### src/rtl/counter_seq_pkg.sv
// Shared types and constants for the counter sequencer.
// Optional build macro: COUNTER_SEQ_AUTOSTOP_EN (see counter_sequencer.sv).
package counter_seq_pkg;

    typedef enum logic {
        S_IDLE = 1'b0,
        S_RUN  = 1'b1
    } state_t;

    // Direction encoding of SW[9].
    localparam logic DIR_UP = 1'b0;
    localparam logic DIR_DN = 1'b1;

    // KEY indices for the three operator functions.
    localparam int K_TOGGLE = 1;
    localparam int K_STEP   = 2;
    localparam int K_LOAD   = 3;

endpackage

### src/rtl/key_edge.sv
// Two-flop synchronizer plus falling-edge detector for one active-low
// pushbutton. Every register resets to the released (high) level, so
// reset itself never produces a press pulse.
module key_edge (
    input  logic CLOCK_50,
    input  logic Resetn,
    input  logic key_i,
    output logic pulse_o
);

    logic meta_q;
    logic sync_q;
    logic prev_q;

    // Synchronize the button and keep one cycle of history for edge detection.
    always_ff @(posedge CLOCK_50) begin
        // NOTE: non-blocking assignments so every flop samples the pre-edge
        // value of its neighbour; blocking here would collapse the chain.
        if (!Resetn) begin
            meta_q <= 1'b1;
            sync_q <= 1'b1;
            prev_q <= 1'b1;
        end else begin
            meta_q <= key_i;
            sync_q <= meta_q;
            prev_q <= sync_q;
        end
    end

    // High for exactly one cycle after the synchronized level falls.
    assign pulse_o = prev_q & ~sync_q;

endmodule

### src/rtl/counter_sequencer.sv
// Run/pause/step/load controller around an N-bit up/down counter.
// LEDR[7:0] = count, LEDR[8] = running, LEDR[9] = sticky wrap flag.
// Define COUNTER_SEQ_AUTOSTOP_EN to suppress wrapping: the count parks at
// its terminal value, the wrap flag sets and the sequencer returns to idle.
module counter_sequencer
    import counter_seq_pkg::*;
#(
    parameter int N        = 8,
    parameter int TICK_DIV = 5_000_000
) (
    input  logic       CLOCK_50,
    input  logic       Resetn,
    input  logic [3:1] KEY,
    input  logic [9:0] SW,
    output logic [9:0] LEDR
);

    localparam int            PW        = (TICK_DIV > 2) ? $clog2(TICK_DIV) : 1;
    localparam logic [PW-1:0] PRESC_MAX = PW'(TICK_DIV - 1);

    logic [3:1]    key_pulse;
    logic [9:0]    sw_meta_q;
    logic [9:0]    sw_q;

    state_t        state_q;
    logic [N-1:0]  count_q;
    logic [N-1:0]  count_d;
    logic          wrap_q;
    logic [PW-1:0] presc_q;
    logic [PW-1:0] presc_d;

    logic          load_p;
    logic          toggle_p;
    logic          step_p;
    logic          dir;
    logic          fast;
    logic          tick;
    logic          at_term;
    logic          do_update;

    for (genvar gi = 1; gi <= 3; gi++) begin : g_key
        key_edge u_key (
            .CLOCK_50 (CLOCK_50),
            .Resetn   (Resetn),
            .key_i    (KEY[gi]),
            .pulse_o  (key_pulse[gi])
        );
    end

    assign load_p   = key_pulse[K_LOAD];
    assign toggle_p = key_pulse[K_TOGGLE];
    assign step_p   = key_pulse[K_STEP];

    // Two-flop synchronizer for the switches, reset to the released level.
    always_ff @(posedge CLOCK_50) begin
        if (!Resetn) begin
            sw_meta_q <= '1;
            sw_q      <= '1;
        end else begin
            sw_meta_q <= SW;
            sw_q      <= sw_meta_q;
        end
    end

    // Tick generation, next count value and terminal-value detection.
    always_comb begin
        // NOTE: every output gets a default first, so no path can leave a
        // value unassigned and infer a latch.
        dir       = sw_q[9];
        fast      = sw_q[8];
        tick      = fast || (presc_q == PRESC_MAX);
        presc_d   = (fast || presc_q == PRESC_MAX) ? '0 : presc_q + PW'(1);
        at_term   = (dir == DIR_UP) ? (count_q == '1) : (count_q == '0);
        count_d   = (dir == DIR_UP) ? count_q + N'(1) : count_q - N'(1);
        do_update = (state_q == S_IDLE) ? step_p : tick;
    end

    // Sequencer FSM: load beats toggle beats step/tick in the same cycle.
    always_ff @(posedge CLOCK_50) begin
        if (!Resetn) begin
            state_q <= S_IDLE;
            count_q <= '0;
            wrap_q  <= 1'b0;
            presc_q <= '0;
        end else if (load_p) begin
            state_q <= S_IDLE;
            count_q <= sw_q[N-1:0];
            wrap_q  <= 1'b0;
        end else if (toggle_p) begin
            if (state_q == S_IDLE) begin
                state_q <= S_RUN;
                presc_q <= '0;
            end else begin
                state_q <= S_IDLE;
            end
        end else begin
            if (state_q == S_RUN) begin
                presc_q <= presc_d;
            end
            if (do_update) begin
`ifdef COUNTER_SEQ_AUTOSTOP_EN
                if (at_term) begin
                    wrap_q  <= 1'b1;
                    state_q <= S_IDLE;
                end else begin
                    count_q <= count_d;
                end
`else
                count_q <= count_d;
                if (at_term) begin
                    wrap_q <= 1'b1;
                end
`endif
            end
        end
    end

    assign LEDR = {wrap_q, (state_q == S_RUN), count_q};

endmodule
### config.mk
export PLATFORM = sky130hd
export DESIGN_NAME = counter_sequencer
export DESIGN_NICKNAME = d
export VERILOG_FILES = /design/src/rtl/counter_seq_pkg.sv /design/src/rtl/key_edge.sv /design/src/rtl/counter_sequencer.sv
export SDC_FILE = /design/constraint.sdc
export NUM_CORES = 1
export LEC_CHECK = 0
export CAP_MARGIN = 10
export CORE_ASPECT_RATIO = 1.1
export CORE_MARGIN = 4
export CORE_UTILIZATION = 43
export CTS_CLUSTER_DIAMETER = 150
export DETAILED_ROUTE_END_ITERATION = 10
export SYNTH_ARGS = -nofsm -noshare
export SYNTH_HDL_FRONTEND = slang
export SYNTH_HIERARCHICAL = 1
export SYNTH_SLANG_ARGS = --single-unit
### constraint.sdc
create_clock -name CLOCK_50 -period 3.15 [get_ports CLOCK_50]
set_clock_uncertainty 0.05 [all_clocks]
set_input_delay 0.63 -clock CLOCK_50 [delete_from_list [all_inputs] [get_ports CLOCK_50]]
set_output_delay 0.63 -clock CLOCK_50 [all_outputs]
set_load 0.01 [all_outputs]
Yosys cells after proc, flatten, opt, wreduce, memory -nomap -nowiden
Cells that the tools add are included.
{ "word_totals": {"mem_bits_rw": 0, "inputBits": 15, "romBits": 0, "elab_cells": 50, "mem_count": 0, "output_inout_bits": 10, "regBits": 62, "latchBits": 0} }
{ "classes": {"div_mod_pow": 0, "n_lt_le_gt_ge": 0, "bitwise_logic": 9, "n_addsub": 3, "n_mux": 11, "n_eq_ne": 4, "reduce_logical": 8, "multipliers": 0, "n_shift": 0} }
{ "ops": {"columns": ["operator", "count"], "rows": [
  ["$mux W23", 4],
  ["$mux W8", 4],
  ["$add A23 B1 Y23 const B", 1],
  ["$eq A23 B23 Y1 const B", 1],
  ["$add A8 B1 Y8 const B", 1],
  ["$eq A8 B8 Y1 const B", 1],
  ["$logic_not A8 Y1", 1],
  ["$sub A8 B1 Y8 const B", 1],
  ["$not A1 Y1", 6],
  ["$reduce_and A3 Y1", 2],
  ["$reduce_bool A2 Y1", 2],
  ["$and A1 B1 Y1", 3],
  ["$mux W1", 3],
  ["$ne A2 B1 Y1 const B", 1],
  ["$ne A2 B2 Y1 const B", 1],
  ["$reduce_and A2 Y1", 1],
  ["$reduce_or A2 Y1", 1],
  ["$logic_or A1 B1 Y1", 1]
]} }

Longest topological paths before layout
{ "logic_depth": {"depth_word": 6, "depth_mapped": 8, "mapped_depth_nobuf": 8} }

Modules after synthesis
Netlist, hierarchy kept.
{ "by_module_without_submodules": {"columns": ["mod", "seq_area_each_um2", "area_each_um2", "n_inst", "cells_each"], "rows": [
  ["counter_sequencer", 1061.0, 2577.5, 1, 284],
  ["key_edge", 60.1, 85.1, 3, 7]
]} }

Worst setup path before layout
OpenSTA, ideal clock, no wires.
{ "synth_path": {"path_kind": "register to register", "start": "reg presc_q[0]", "end": "reg count_q[3]", "arrival_time_ns": 2.017, "stages_incl_launch_ff": 9, "setup_time_ns": 0.122, "n_path_buf": 1, "setup_slack_ns": 0.961, "synth_period_minus_slack_ns": 2.189, "t_required_ns": 2.978, "path_cell_list": "dfxtp_1 > ha_1 > and3_4 > nand3_2 > or3_1 > a311oi_2 > buf_6 > mux2i_1 > a21oi_1"} }
{ "synth_via": {"elab_chain_len": 5} }
{ "synth_lines": {"columns": ["element", "line_no", "source"], "rows": [
  ["start, declared", "counter_sequencer.sv:29", "logic [PW-1:0] presc_q;"],
  ["start signal, assigned", "counter_sequencer.sv:98", "presc_q <= presc_d;"],
  ["$eq A23 B23 Y1", "counter_sequencer.sv:71", "tick = fast || (presc_q == PRESC_MAX);"],
  ["$logic_or A1 B1 Y1", "counter_sequencer.sv:71", null],
  ["$mux W1", "counter_sequencer.sv:75", "do_update = (state_q == S_IDLE) ? step_p : tick;"],
  ["$reduce_bool A2 Y1 (no source line)", null, null],
  ["$reduce_and A2 Y1 (no source line)", null, null],
  ["end signal, assigned", "counter_sequencer.sv:87", "count_q <= sw_q[N-1:0];"],
  ["end signal, assigned", "counter_sequencer.sv:109", "count_q <= count_d;"],
  ["end, declared", "counter_sequencer.sv:26", "logic [N-1:0] count_q;"]
]} }
Every way passes these cells.
A chain may end at the register's enable or synchronous reset.

Worst setup path after layout
{ "layout_path": {"start": "reg presc_q[0]", "end": "reg count_q[2]"} }
Same word-level chain as after synthesis.

==> qor.csv <==
stage;metric;value;unit
run_status;outcome;completed;
grt;GR Util All Layers;0.155;
pwr;static leakage;1.19;nW
worst_setup_path;r2r setup slk;460;ps
timing;fin. max-slew vios;0;
drt;drt drc;0;
clocking;Worst-path clk slew;70;ps
logic_synthesis;yosys warns;6;
worst_hold_path;Hold Crit Start;g_key[3].u_key/meta_q$_SDFF_PN1_;
drt;Detailed Routing Iterations Pass 1;4;
drt;drt wl/cell;13.3;um
worst_hold_path;Hold Path Cell Cnt;1;
pwr;maximum vdd drop;0.000368;V
floorplan;die height;93.1;um
logic_synthesis;cell taking the most area after synthesis;dfxtp_1;
placed_design;Post-DP HPWL;3.86;mm
placed_design;RD Place Congestion;0.836;
clocking;CTS tree;done;
timing;unrepaired setup endpoints after global routing;false;
logic_synthesis;count leader, synth;dfxtp_1;
worst_setup_path;CP Class;flop to flop;
drt;Final ANT Viol Nets;0;
timing;worst slew pin tran;611;ps
worst_setup_path;worst-path fanout max;8;
logic_synthesis;dominant synthesized flop cell;dfxtp_1;
drt;via/cell ratio;5.20;
pwr;PD cells;544;nW/um^2
clocking;H-tree levels;3;
clocking;CTS resizes;0;
job;max-cap viol count;0;
logic_synthesis;Syn Area/Cell;9.29;sq um
clocking;CTS root buffer;clkbuf_8;
finish;Non-Filler Instances;416;
logic_synthesis;FFs w/ async S/R, synth;0;
worst_hold_path;kind of path behind the tightest hold check;flop to flop;
placed_design;Place WS;463;ps
logic_synthesis;sequential area share after synthesis;0.438;
placed_design;placed cells;400;
timing;Tcrit/Tclk final;0.853;
worst_setup_path;CP arrival;2890;ps
timing;setup slack after layout;462;ps
floorplan;Core Rows;30;
timing;setup violators final;0;
clocking;hold-fix buffers at CTS;0;
floorplan;die span in x;85.4;um
logic_synthesis;Commonest cells post-synth;62 x dfxtp_1, 30 x nand2b_1, 23 x nor2_1;
timing;min Tclk post-route;2690;ps
grt;first-pass GRT wire length;9.74;mm
drt;final wirelength;5.52;mm
clocking;clk sink count;62;
clocking;cts bufs inserted;9;
worst_hold_path;hold path endpoint;g_key[3].u_key/sync_q$_SDFF_PN1_;
finish;fin nets;354;
grt;gr ovfl total;0;
grt;largest net degree at the start of global routing;28;
logic_synthesis;Synthesized Nets;328;
clocking;Max clock buf depth;2;
logic_synthesis;Yosys cell types;57;
worst_setup_path;worst path required time;3350;ps
placed_design;# port buffers;24;
grt;number of global-route vias before repair;2071;
worst_setup_path;worst reg2reg endpoint;count_q[2]$_SDFFE_PN0P_;
timing;Peak Freq;0.372;GHz
logic_synthesis;#FFs+latches synth;62;
grt;initial antenna violation count;0;
timing;post-route setup TNS;0;ps
timing;Slew Limit Headroom;0.593;
worst_setup_path;CP startpoint kind;flop;
pwr;Power Total;0.00181;W
floorplan;die area;7950;sq um
finish;# diodes;0;
finish;layout cells sized above 1;0.0952;
finish;Area Growth Syn to Fin;17.4;%
logic_synthesis;Synth Instances;305;
floorplan;IO Pins;25;
logic_synthesis;Post-synth EDFFs;0;
worst_setup_path;crit end category;flop;
drt;1st-iter DRT viols;143;
logic_synthesis;synthesized area;2830;sq um
worst_setup_path;R2R cell count;8;
floorplan;core area;6270;sq um
worst_setup_path;reg2reg start;presc_q[0]$_SDFFE_PN0P_;
logic_synthesis;top cell type's share of synthesized area;0.438;
clocking;worst skew pair latency;340;ps
drt;routed vias;2163;
timing;Fin. Hold Viols;0;
clocking;Post-CTS Setup Repair Bufs;0;
floorplan;effective utilization at floorplan;0.452;
logic_synthesis;top post-synthesis cells by area;dfxtp_1 44%, nand2b_1 6.6%, xor2_1 3.7%;
[metal layers]
metal  vias up  wire length, um  track usage  share of wire
met2        38             2360        0.220           0.43
met3         7              232       0.0291          0.042
li1       1128                -            -              -
met1       990             2850        0.219           0.52
met4         0               82       0.0871          0.015
met5         -                0            0              0
[kinds of logic (layout without fill, tap and decap cells)]
| logic type | Yosys count | after routing | share of synthesized area |
|---|---|---|---|
| xor+xnor | 17 | 17 | 0.0526 |
| mux | 4 | 4 | 0.0146 |
| fa+ha+maj | 8 | 8 | 0.0380 |
| flops | 62 | 62 | 0.438 |
| buf+inv | 21 | 52 | 0.0397 |
| compound gates | 56 | 56 | 0.129 |
| simple gates | 137 | 137 | 0.288 |
[power breakdown]
part | switching, W | internal, W
registers | 0.0000271 | 0.000815
logic | 0.000130 | 0.000133
clock network | 0.000328 | 0.000374
total | 0.000486 | 0.00132
[stage by stage]
step | cell area (sq um) | hold slack [ps] | utilization
3_3_place_gp | 3120 | 341 | 0.498
5_1_grt | 3320 | 387 | 0.530
4_1_cts | 3320 | 359 | 0.530
2_1_floorplan | 2830 | 336 | -
6_report | 3320 | 357 | 0.530
3_5_place_dp | 3120 | 342 | 0.498
[how the worst max path moves through the flow]
stage	from	to	slack (ps)	cells after the start
6_report	presc_q[0]$_SDFFE_PN0P_	count_q[2]$_SDFFE_PN0P_	460	8
5_1_grt	presc_q[0]$_SDFFE_PN0P_	count_q[2]$_SDFFE_PN0P_	190	8
3_5_place_dp	presc_q[0]$_SDFFE_PN0P_	count_q[2]$_SDFFE_PN0P_	460	8
3_3_place_gp	presc_q[0]$_SDFFE_PN0P_	count_q[4]$_SDFFE_PN0P_	540	8
4_1_cts	presc_q[0]$_SDFFE_PN0P_	count_q[2]$_SDFFE_PN0P_	450	8
2_1_floorplan	presc_q[0]$_SDFFE_PN0P_	count_q[3]$_SDFFE_PN0P_	960	8
[cell usage in the layout, fill, tap and decap left out, types with 2 or more instances in the layout]
| master | synthesis | final |
|---|---|---|
| clkinv_4 | 0 | 3 |
| o21a_1 | 5 | 5 |
| inv_6 | 0 | 2 |
| and3_1 | 5 | 5 |
| nor4_1 | 3 | 3 |
| xor2_1 | 12 | 12 |
| nand4_1 | 10 | 10 |
| nand3b_1 | 4 | 4 |
| buf_4 | 2 | 5 |
| a21boi_0 | 3 | 3 |
| clkdlybuf4s50_1 | 0 | 23 |
| a21oi_1 | 10 | 10 |
| nor2_1 | 23 | 23 |
| mux2i_1 | 3 | 3 |
| nor2b_1 | 7 | 7 |
| and4_1 | 2 | 2 |
| nand3_1 | 18 | 18 |
| o21ai_0 | 20 | 20 |
| nand2_1 | 12 | 12 |
| nand4b_1 | 2 | 2 |
| xnor2_1 | 5 | 5 |
| nor4b_4 | 2 | 2 |
| ha_1 | 7 | 7 |
| nand2b_1 | 30 | 30 |
| dfxtp_1 | 62 | 62 |
| or3_1 | 2 | 2 |
| inv_1 | 6 | 6 |
| and2_1 | 3 | 3 |
| o31ai_1 | 3 | 3 |
| clkbuf_8 | 1 | 9 |
| a311oi_2 | 2 | 2 |
| nor3_1 | 5 | 5 |
[final cells by class]
type / instances / area, sq um
well taps: 80 / 100
clock inverters: 7 / 81.3
clock buffers: 9 / 124
flip-flops and latches: 62 / 1240
fillers: 566 / 2940
multi-input cells: 222 / 1480
repair buffers: 29 / 273
inverters: 7 / 26.3
[critical path, cell delays in order (launching register included)]
cell	delay [ps]
dfxtp_1	380
ha_1	200
and3_4	200
nand3_2	150
or3_1	440
a311oi_2	600
buf_4	260
nor3_1	60
a311oi_2	250
[flip-flops by register name (all words and copies together), names as in the netlist, 3 cells and up]
signal / flops
count_q: 8
g_key.u_key/meta_q: 3
g_key.u_key/prev_q: 3
g_key.u_key/sync_q: 3
presc_q: 23
sw_meta_q: 10
sw_q: 10
Note: power is estimated with default switching activity, not from simulation.
